### src/rtl/data_compact_pkg.sv
// Shared helpers for the data compacting/expanding pair.
// Mode k splits a CH_COUNT-lane word into 2^k beats of CH_COUNT>>k lanes.
package data_compact_pkg;

  // Mode 0: the whole word travels in a single beat.
  localparam int MODE_FULL = 0;

  // Limit a requested mode to the deepest split the lane count allows.
  function automatic int clamp_mode(input int k, input int k_max);
    return (k > k_max) ? k_max : k;
  endfunction

  // Lanes carried per beat in mode k.
  function automatic int group_size(input int k, input int ch_count);
    return ch_count >> k;
  endfunction

  // Beats needed to carry a full word in mode k.
  function automatic int beat_count(input int k);
    return 1 << k;
  endfunction

endpackage

### src/rtl/data_expander_if.sv
// Wide-word slave stream and narrow-beat master stream of the expander.
// Handshake: a beat moves on a rising clk when valid && ready are both high;
// the sender holds every payload signal stable while valid && !ready.
interface data_expander_if #(
  parameter int DATA_WIDTH = 16,
  parameter int CH_COUNT   = 16,
  parameter int TAG_WIDTH  = 1
);
  logic [CH_COUNT*DATA_WIDTH-1:0] s_in_data;
  logic [CH_COUNT-1:0]            s_in_keep;
  logic [TAG_WIDTH-1:0]           s_in_tag;
  logic                           s_in_valid;
  logic                           s_in_last;
  logic                           s_in_ready;

  logic [CH_COUNT*DATA_WIDTH-1:0] m_out_data;
  logic [TAG_WIDTH-1:0]           m_out_tag;
  logic                           m_out_valid;
  logic                           m_out_last;
  logic                           m_out_ready;

  // Word producer / beat consumer side.
  modport master (
    output s_in_data, s_in_keep, s_in_tag, s_in_valid, s_in_last,
    input  s_in_ready,
    input  m_out_data, m_out_tag, m_out_valid, m_out_last,
    output m_out_ready
  );

  // Expander side.
  modport slave (
    input  s_in_data, s_in_keep, s_in_tag, s_in_valid, s_in_last,
    output s_in_ready,
    output m_out_data, m_out_tag, m_out_valid, m_out_last,
    input  m_out_ready
  );
endinterface

### src/rtl/data_expander_lane_sel.sv
// Combinational group mux: picks lane group beat_i of a word split in mode
// mode_i and places it in the low lanes, upper lanes forced to zero.
module data_expander_lane_sel
  import data_compact_pkg::*;
#(
  parameter int DATA_WIDTH = 16,
  parameter int CH_COUNT   = 16,
  parameter int SEL_WIDTH  = 5
) (
  input  logic [CH_COUNT*DATA_WIDTH-1:0] data_i,
  input  logic [SEL_WIDTH-1:0]           beat_i,
  input  logic [SEL_WIDTH-1:0]           mode_i,
  output logic [CH_COUNT*DATA_WIDTH-1:0] data_o
);
  localparam int W = CH_COUNT * DATA_WIDTH;

  int           grp;
  logic [W-1:0] mask;

  // Shift the selected group down to lane 0 and clear everything above it.
  always_comb begin
    grp    = group_size(int'(mode_i), CH_COUNT);
    mask   = '1;
    mask   = mask >> (W - grp * DATA_WIDTH);
    data_o = (data_i >> (int'(beat_i) * grp * DATA_WIDTH)) & mask;
  end
endmodule

### src/rtl/data_expander.sv
// data_expander: splits each accepted wide word into 2^k narrow beats.
// Optional macro DATA_EXPANDER_KEEP_TRIM_EN: stop after the highest beat whose
// lane group has any keep bit set (keep == 0 still emits beat 0).
module data_expander
  import data_compact_pkg::*;
#(
  parameter int DATA_WIDTH = 16,
  parameter int CH_COUNT   = 16,
  parameter int TAG_WIDTH  = 1,
  parameter int _CFG_WIDTH = $clog2(CH_COUNT)
) (
  input  logic                  clk,
  input  logic                  rst,
  input  logic [_CFG_WIDTH-1:0] cfg_expand,
  data_expander_if.slave        bus,
  output logic [1:0]            dbg_state_o
);
  localparam int W     = CH_COUNT * DATA_WIDTH;
  localparam int K_MAX = $clog2(CH_COUNT);
  localparam int CW    = K_MAX + 1;

  localparam logic [1:0] ST_IDLE = 2'd0;
  localparam logic [1:0] ST_EMIT = 2'd1;

  logic [1:0]           state_q, state_d;
  logic [CW-1:0]        beat_q, beat_d;
  logic [CW-1:0]        last_beat_q, last_beat_d;
  logic [CW-1:0]        mode_q, mode_d;
  logic [W-1:0]         data_q, data_d;
  logic [TAG_WIDTH-1:0] tag_q, tag_d;
  logic                 wlast_q, wlast_d;
  logic                 mv_q, mv_d;
  logic                 ml_q, ml_d;
  logic [W-1:0]         md_q, md_d;
  logic [TAG_WIDTH-1:0] mt_q, mt_d;

  logic          out_fire, final_fire, in_fire, s_ready;
  logic [CW-1:0] in_mode, in_last_beat, beat_nxt;
  logic [W-1:0]  sel_src, sel_out;
  logic [CW-1:0] sel_beat, sel_mode;

  assign in_mode    = CW'(clamp_mode(int'(cfg_expand), K_MAX));
  assign beat_nxt   = beat_q + CW'(1);
  assign out_fire   = mv_q && bus.m_out_ready;
  assign final_fire = out_fire && (beat_q == last_beat_q);
  // A new word may enter while the previous one's final beat leaves.
  assign s_ready    = (state_q == ST_IDLE) || final_fire;
  assign in_fire    = bus.s_in_valid && s_ready;

`ifdef DATA_EXPANDER_KEEP_TRIM_EN
  int                  trim_g;
  logic [CH_COUNT-1:0] trim_mask;

  // Final beat is the highest group holding any kept lane.
  always_comb begin
    trim_g       = group_size(int'(in_mode), CH_COUNT);
    trim_mask    = '1;
    trim_mask    = trim_mask >> (CH_COUNT - trim_g);
    in_last_beat = '0;
    for (int s = 0; s < CH_COUNT; s++) begin
      if ((s < beat_count(int'(in_mode))) &&
          (((bus.s_in_keep >> (s * trim_g)) & trim_mask) != '0)) begin
        in_last_beat = CW'(s);
      end
    end
  end
`else
  logic unused_keep;
  assign unused_keep  = ^bus.s_in_keep;
  assign in_last_beat = CW'(beat_count(int'(in_mode)) - 1);
`endif

  // Beat 0 comes straight from the input word; later beats from the held copy.
  always_comb begin
    if (in_fire) begin
      sel_src  = bus.s_in_data;
      sel_beat = '0;
      sel_mode = in_mode;
    end else begin
      sel_src  = data_q;
      sel_beat = beat_nxt;
      sel_mode = mode_q;
    end
  end

  data_expander_lane_sel #(
    .DATA_WIDTH (DATA_WIDTH),
    .CH_COUNT   (CH_COUNT),
    .SEL_WIDTH  (CW)
  ) u_lane_sel (
    .data_i (sel_src),
    .beat_i (sel_beat),
    .mode_i (sel_mode),
    .data_o (sel_out)
  );

  // Next state: load a new word, retire the final beat, or advance one beat.
  always_comb begin
    state_d     = state_q;
    beat_d      = beat_q;
    mv_d        = mv_q;
    ml_d        = ml_q;
    data_d      = data_q;
    tag_d       = tag_q;
    wlast_d     = wlast_q;
    mode_d      = mode_q;
    last_beat_d = last_beat_q;
    md_d        = md_q;
    mt_d        = mt_q;
    if (in_fire) begin
      state_d     = ST_EMIT;
      beat_d      = '0;
      mv_d        = 1'b1;
      ml_d        = bus.s_in_last && (in_last_beat == '0);
      data_d      = bus.s_in_data;
      tag_d       = bus.s_in_tag;
      wlast_d     = bus.s_in_last;
      mode_d      = in_mode;
      last_beat_d = in_last_beat;
      md_d        = sel_out;
      mt_d        = bus.s_in_tag;
    end else if (final_fire) begin
      state_d = ST_IDLE;
      beat_d  = '0;
      mv_d    = 1'b0;
      ml_d    = 1'b0;
    end else if (out_fire) begin
      beat_d = beat_nxt;
      md_d   = sel_out;
      ml_d   = wlast_q && (beat_nxt == last_beat_q);
    end
  end

  // Control registers; reset drops any word in flight.
  always_ff @(posedge clk) begin
    if (rst) begin
      state_q <= ST_IDLE;
      beat_q  <= '0;
      mv_q    <= 1'b0;
      ml_q    <= 1'b0;
    end else begin
      state_q <= state_d;
      beat_q  <= beat_d;
      mv_q    <= mv_d;
      ml_q    <= ml_d;
    end
  end

  // Payload registers; only meaningful while a word is held.
  always_ff @(posedge clk) begin
    data_q      <= data_d;
    tag_q       <= tag_d;
    wlast_q     <= wlast_d;
    mode_q      <= mode_d;
    last_beat_q <= last_beat_d;
    md_q        <= md_d;
    mt_q        <= mt_d;
  end

  assign bus.s_in_ready  = s_ready;
  assign bus.m_out_valid = mv_q;
  assign bus.m_out_last  = ml_q;
  assign bus.m_out_data  = md_q;
  assign bus.m_out_tag   = mt_q;
  assign dbg_state_o     = state_q;
endmodule

### src/flat_wrapper.sv
// flat-port wrapper written by rule: the top's interface ports become plain ports
module data_expander_flat import data_compact_pkg::*;
#(
  parameter int DATA_WIDTH = 16,
  parameter int CH_COUNT   = 16,
  parameter int TAG_WIDTH  = 1,
  parameter int _CFG_WIDTH = $clog2(CH_COUNT)
)
  (clk, rst, cfg_expand, dbg_state_o, bus_s_in_data, bus_s_in_keep, bus_s_in_tag, bus_s_in_valid, bus_s_in_last, bus_s_in_ready, bus_m_out_data, bus_m_out_tag, bus_m_out_valid, bus_m_out_last, bus_m_out_ready);
  data_expander_if #(.DATA_WIDTH(DATA_WIDTH), .CH_COUNT(CH_COUNT), .TAG_WIDTH(TAG_WIDTH)) bus_i ();
  input  logic clk;
  input  logic rst;
  input  logic [_CFG_WIDTH-1:0] cfg_expand;
  output logic [1:0] dbg_state_o;
  input wire logic [$bits(bus_i.s_in_data)-1:0] bus_s_in_data;
  input wire logic [$bits(bus_i.s_in_keep)-1:0] bus_s_in_keep;
  input wire logic [$bits(bus_i.s_in_tag)-1:0] bus_s_in_tag;
  input wire logic [$bits(bus_i.s_in_valid)-1:0] bus_s_in_valid;
  input wire logic [$bits(bus_i.s_in_last)-1:0] bus_s_in_last;
  output wire logic [$bits(bus_i.s_in_ready)-1:0] bus_s_in_ready;
  output wire logic [$bits(bus_i.m_out_data)-1:0] bus_m_out_data;
  output wire logic [$bits(bus_i.m_out_tag)-1:0] bus_m_out_tag;
  output wire logic [$bits(bus_i.m_out_valid)-1:0] bus_m_out_valid;
  output wire logic [$bits(bus_i.m_out_last)-1:0] bus_m_out_last;
  input wire logic [$bits(bus_i.m_out_ready)-1:0] bus_m_out_ready;
  assign bus_i.s_in_data = bus_s_in_data;
  assign bus_i.s_in_keep = bus_s_in_keep;
  assign bus_i.s_in_tag = bus_s_in_tag;
  assign bus_i.s_in_valid = bus_s_in_valid;
  assign bus_i.s_in_last = bus_s_in_last;
  assign bus_s_in_ready = bus_i.s_in_ready;
  assign bus_m_out_data = bus_i.m_out_data;
  assign bus_m_out_tag = bus_i.m_out_tag;
  assign bus_m_out_valid = bus_i.m_out_valid;
  assign bus_m_out_last = bus_i.m_out_last;
  assign bus_i.m_out_ready = bus_m_out_ready;
  data_expander #(.DATA_WIDTH(DATA_WIDTH), .CH_COUNT(CH_COUNT), .TAG_WIDTH(TAG_WIDTH), ._CFG_WIDTH(_CFG_WIDTH)) u_core (.clk(clk), .rst(rst), .cfg_expand(cfg_expand), .bus(bus_i), .dbg_state_o(dbg_state_o));
endmodule
### config.mk
export PLATFORM = sky130hd
export DESIGN_NAME = data_expander_flat
export DESIGN_NICKNAME = d
export VERILOG_FILES = /design/src/rtl/data_compact_pkg.sv /design/src/rtl/data_expander_if.sv /design/src/rtl/data_expander_lane_sel.sv /design/src/rtl/data_expander.sv /design/src/flat_wrapper.sv
export SDC_FILE = /design/constraint.sdc
export NUM_CORES = 1
export LEC_CHECK = 0
export CORE_MARGIN = 2
export CORE_UTILIZATION = 50
export CTS_CLUSTER_SIZE = 28
export DETAILED_ROUTE_END_ITERATION = 7
export HOLD_SLACK_MARGIN = 0.06
export PLACE_DENSITY = 0.86
export SLEW_MARGIN = 40
export SYNTH_ARGS = -nofsm -noshare
export SYNTH_HDL_FRONTEND = slang
export SYNTH_HIERARCHICAL = 1
export SYNTH_SLANG_ARGS = --single-unit
### constraint.sdc
create_clock -name clk -period 38.8 [get_ports clk]
set_input_delay 9.7 -clock clk [delete_from_list [all_inputs] [get_ports clk]]
set_output_delay 9.7 -clock clk [all_outputs]
set_load 0.05 [all_outputs]
# After elaboration in Yosys (flattened, before gate mapping)
# Index checks and enable logic that the tools add are counted.
[totals]
inputBits = 282
out_inout_bits = 262
regBits = 532
[op_classes]
multipliers = 1
bitwise = 1
n_lt_le_gt_ge = 1
n_eq_ne = 3
n_addsub = 3
mux = 14
shift = 4
reduce_logical = 13
[ops]
columns = ["cell", "count"]
rows = [
  ["2-to-1 mux 256 bit", 4],
  ["AND 256 bit", 1],
  ["right shift 256 x 32 -> 256 bit", 1],
  ["right shift 256 x 32 -> 256 bit, first input constant", 1],
  ["multiplier 6 x 32 -> 28 bit", 1],
  ["right shift 5 x 5 -> 32 bit, first input constant", 1],
  ["subtractor 10 x 32 -> 32 bit, first input constant", 1],
  ["== test 5 bit", 2],
  ["2-to-1 mux 5 bit", 2],
  ["2-to-1 mux 1 bit", 7],
  ["adder 5 x 1 -> 5 bit, second input constant", 1],
  ["logical AND 1 bit", 5],
  ["zero test 5 bit", 1],
  ["<< shifter 1 x 5 -> 5 bit, first input constant", 1],
  ["subtractor 5 x 2 -> 5 bit, second input constant", 1],
  ["> comparator 4 x 3 -> 1 bit, second input constant", 1],
  ["2-to-1 mux 4 bit", 1],
  ["nonzero test 2 bit", 2],
  ["nonzero test 3 bit", 1],
  ["OR reduction 3 bit", 1],
  ["zero test 2 bit", 1],
  ["!= test 2 bit, second input constant", 1],
  ["AND reduction 2 bit", 1],
  ["logical OR 1 bit", 1],
]

# Depth between registers and ports, before layout
[depth]
word_depth = 12
ltp_mapped = 27
ltp_nobuf = 21

# Cells and area by module
# The synthesis kept the hierarchy.
[by_module_without_submodules]
columns = ["module", "area_per_inst_um2", "seq_area_each_um2", "n_inst", "cells_each"]
rows = [
  ["data_expander", 17028.8, 13262.7, 1, 1445],
  ["data_expander_lane_sel", 11223.3, 0.0, 1, 1322],
]

# Worst setup path after synthesis
# Ideal clock, no wire load.
[synth_path]
path_type = "input-to-reg"
start = "input bus_s_in_valid"
end = "register u_core.md_q[0], in the netlist u_core/bus.m_out_data[0] (enable)"
setup_slack_ns = 15.782
setup_ns = 0.960
arrival_time_ns = 22.058
t_required_ns = 37.840
path_stages = 2
cell_sequence = "a21oi_1 a21oi_1"
[synth_between]
elab_chain_len = 3
[synth_lines]
columns = ["item", "line", "source"]
rows = [
  ["from (decl)", "flat_wrapper.sv:18", "input wire logic [$bits(bus_i.s_in_valid)-1:0] bus_s_in_valid;"],
  ["logical AND 1 bit *", "data_expander.sv:48", "assign in_fire = bus.s_in_valid && s_ready;"],
  ["!= test 2 bit (no line) or nonzero test 2 bit (tied branches)", "n/a", ""],
  ["AND reduction 2 bit (no line) *", "n/a", ""],
  ["to (signal assigned)", "data_expander.sv:156", "md_q <= md_d;"],
  ["to (decl)", "data_expander.sv:34", "logic [W-1:0] md_q, md_d;"],
]
# Mark *: on every way between the ends. The rest lies on a longest branch, timed or not.
# A chain may end at the register's enable or synchronous reset.

# Worst setup path in the final report
[layout_path]
start = "input bus_m_out_ready"
end = "output bus_s_in_ready"
[layout_between]
elab_chain_len = 3
[layout_lines]
columns = ["item", "line", "source"]
rows = [
  ["from (decl)", "flat_wrapper.sv:25", "input wire logic [$bits(bus_i.m_out_ready)-1:0] bus_m_out_ready;"],
  ["logical AND 1 bit", "data_expander.sv:44", "assign out_fire = mv_q && bus.m_out_ready;"],
  ["logical AND 1 bit", "data_expander.sv:45", "assign final_fire = out_fire && (beat_q == last_beat_q);"],
  ["logical OR 1 bit", "data_expander.sv:47", "assign s_ready = (state_q == ST_IDLE) || final_fire;"],
  ["to (decl)", "flat_wrapper.sv:20", "output wire logic [$bits(bus_i.s_in_ready)-1:0] bus_s_in_ready;"],
]
# Every way passes these cells.

==> flow_summary.ini <==
[run_status]
status = finished, final reports clean

[place]
placed_area_mm2 = 0.0340
io_buffers = 526
gp_congestion = 1.07
hpwlAfterDp_um = 94500

[clocking]
ctsHoldBuffers = 0
clk_pin_slew_ns = 0.06
clock_latency_ns = 0.63
htreeDepth = 2
cts_tree = yes
post_cts_buffers = 0
cts_root_buffer = clkbuf_16
clockBufferDepth = 3
cts_resized = 0
cts_buffers = 51
cts_num_sinks = 531

[worst_setup_path]
critPathMostFrequentCell = clkdlybuf4s50_1
rr_worst_depth = 22
path_delay_family = buffers and inverters
path_cells = clkdlybuf4s50_1 > inv_1 > o21ai_0 > clkdlybuf4s50_1
crit_cells = 4
start_kind = primary input
crit_buf_inv = 3
cpMaxStageDelayCell = clkdlybuf4s50_1
critPathRequiredTime_ns = 29.10
worstPathMaxFanout = 6
critPathKind = primary input to primary output
arrival_ns = 11.53
critPathMaxStageDelay_ns = 0.85
reg2reg_slack_ns = 31.25
crit_path_end_kind = primary output

[timing]
slew_headroom_pct = 32.3
setup_violations = 0
hold_viol = 0
drv_slew = 0
fmax_mhz = 47.1
worst_pin_slew_ns = 1.02
finalClockSkew_ns = 0.0327
tns_ns = 0
post-route-period-util_pct = 54.7
rsz0062_at_grt = false
min_period_ns = 21.23

[global_route]
grt_pass1_vias = 24400
grt_pass1_wl_um = 176000
grt_overflow_total = 0
grt_usage_pct = 42.1
use_met2_pct = 62.2
met3_usage_pct = 16.7
grt_max_degree = 175
use_met1_pct = 52.2
top_usage_layer = met2
antenna_found_initial = 11

[die]
die_h_um = 242
initial_utilization_pct = 50.3
core_mm2 = 0.0562
fp.dieArea_mm2 = 0.0584
ios = 544
die_w_um = 242
rows = 87

[detailed_routing]
wl_per_cell_um = 31.5
drtIter0Drc = 4534
num_vias = 26100
drt-total-wl_um = 126000
drc_errors = 0
first_pass_iters = 7
avgViaCountPerCell = 6.53
drtAntennaViolNets = 0

[finish]
n_fill_cell = 4335
final_area_mm2 = 0.0358
final_cell_mix = nand2_1, clkdlybuf4s50_1, dfxtp_1
drive_gt1_share_pct = 11.2
final_common_cell = nand2_1
area_growth_pct = 26.8
final_core_util_pct = 63.8
nets = 3513

[synth]
syn-instance-count = 2767
syn_area_mm2 = 0.0283
avgSynthCellArea_um2 = 10.2
yosysWarnings = 6
synth_cell_types = 75
synth_area_leader_cell = edfxtp_1
synth_ff_type = dfxtp_1
synth-edff-count = 263
ys_seq_area_share_pct = 46.9
synth_async_sr_flop_share_pct = 0
yosys-top-cells-area = edfxtp_1, dfxtp_1, mux4_2
ys_ff_latch = 531
synth_top_cell_area_share_pct = 28.0

[job]
maxCapViolCount = 0

[power]
p_leak_nw = 14.1
power_mw = 1.93
p_per_area_mw_per_mm2 = 53.9
irDropWorstVdd_uv = 37.8

[worst_hold_path]
hold_class = flip-flop to flip-flop
holdPathStages = 2
cells by family (layout without fill, tap and decap cells):
| kind of cell | after synthesis | count (layout) | share of synthesized area [%] |
|---|---|---|---|
| DFF | 531 | 531 | 46.9 |
| adders and majority gates | 36 | 36 | 1.86 |
| AOI/OAI and AO/OA | 473 | 473 | 10.9 |
| xor gates and xnor gates | 16 | 16 | 0.523 |
| other | 1 | 8 | 0.0133 |
| and+or+nand+nor | 1228 | 1228 | 18.2 |
| buffers and inverters | 234 | 701 | 4.42 |
| muxes | 248 | 248 | 17.1 |
cell type report:
type,instances,area (um^2),area share (%)
Antenna cell,6,15.0,0.0419
Clock buffer,62,1350,3.76
Sequential cell,531,13300,37.0
Tap cell,756,946,2.64
Inverter,26,108,0.300
Multi-Input combinational cell,2003,14000,39.0
Clock inverter,31,372,1.04
Timing Repair Buffer,582,5790,16.2
path summary, 6_finish.rpt:
path / start / end
setup reg to reg: u_core/last_beat_q[1]$_DFFE_PP_ / u_core/bus.m_out_data[65]$_DFFE_PP_
hold / removal: u_core/data_q[5]$_DFF_P_ / u_core/data_q[5]$_DFF_P_
hold reg to reg: u_core/data_q[5]$_DFF_P_ / u_core/data_q[5]$_DFF_P_
setup / recovery: bus_m_out_ready / bus_s_in_ready
power by group:
group	internal, mW	switching, mW
Combinational	0.219	0.495
Clock	0.301	0.217
Sequential	0.674	0.0240
state kept, by name, indices dropped and copies added (netlist names):
name                   cells
u_core/beat_q              5
u_core/bus.m_out_data    256
u_core/bus.m_out_last      1
u_core/bus.m_out_tag       1
u_core/data_q            256
u_core/dbg_state_o         1
u_core/last_beat_q         5
u_core/mode_q              5
u_core/wlast_q             1
tightest hold or removal path: cells and delay by family (launching register included):
family | cells | cell delay, ns
flip-flops | 1 | 0.30
AND/OR/NAND/NOR | 2 | 0.11
synth_stat cells (all sizes together) (4+ instances only):
| library cell | number |
|---|---|
| a21oi | 150 |
| a221oi | 9 |
| a22o | 5 |
| a22oi | 130 |
| a2bb2oi | 12 |
| a31oi | 13 |
| a32oi | 11 |
| a41oi | 5 |
| and2 | 52 |
| and3 | 29 |
| and4 | 4 |
| buf | 110 |
| clkbuf | 98 |
| dfxtp | 268 |
| edfxtp | 263 |
| fa | 10 |
| ha | 26 |
| inv | 26 |
| mux2 | 8 |
| mux2i | 56 |
| mux4 | 184 |
| nand2 | 921 |
| nand2b | 21 |
| nand3 | 47 |
| nor2 | 95 |
| nor2b | 4 |
| nor3 | 14 |
| nor3b | 8 |
| nor4 | 10 |
| o211ai | 4 |
| o21ai | 87 |
| o221ai | 17 |
| o2bb2ai | 16 |
| or2 | 4 |
| or3 | 9 |
| xnor2 | 9 |
| xor2 | 7 |
per-layer routing:
layer  part of all wire, %  up-vias
met3                    15      527
met5                 0.095        -
met2                    43     2353
met1                    34    12300
li1                      -    10800
met4                   7.7       12
stage by stage:
stage	hold WS, ns	setup WS, ns	std cells
final	0.451	17.57	3997
after global routing	0.468	17.48	3992
after CTS	0.448	17.56	3989
after detailed placement	0.433	17.55	3896
after global placement	0.428	17.60	3887
after floorplan	0.412	15.78	2768
Note: power is estimated with default switching activity, not from simulation.
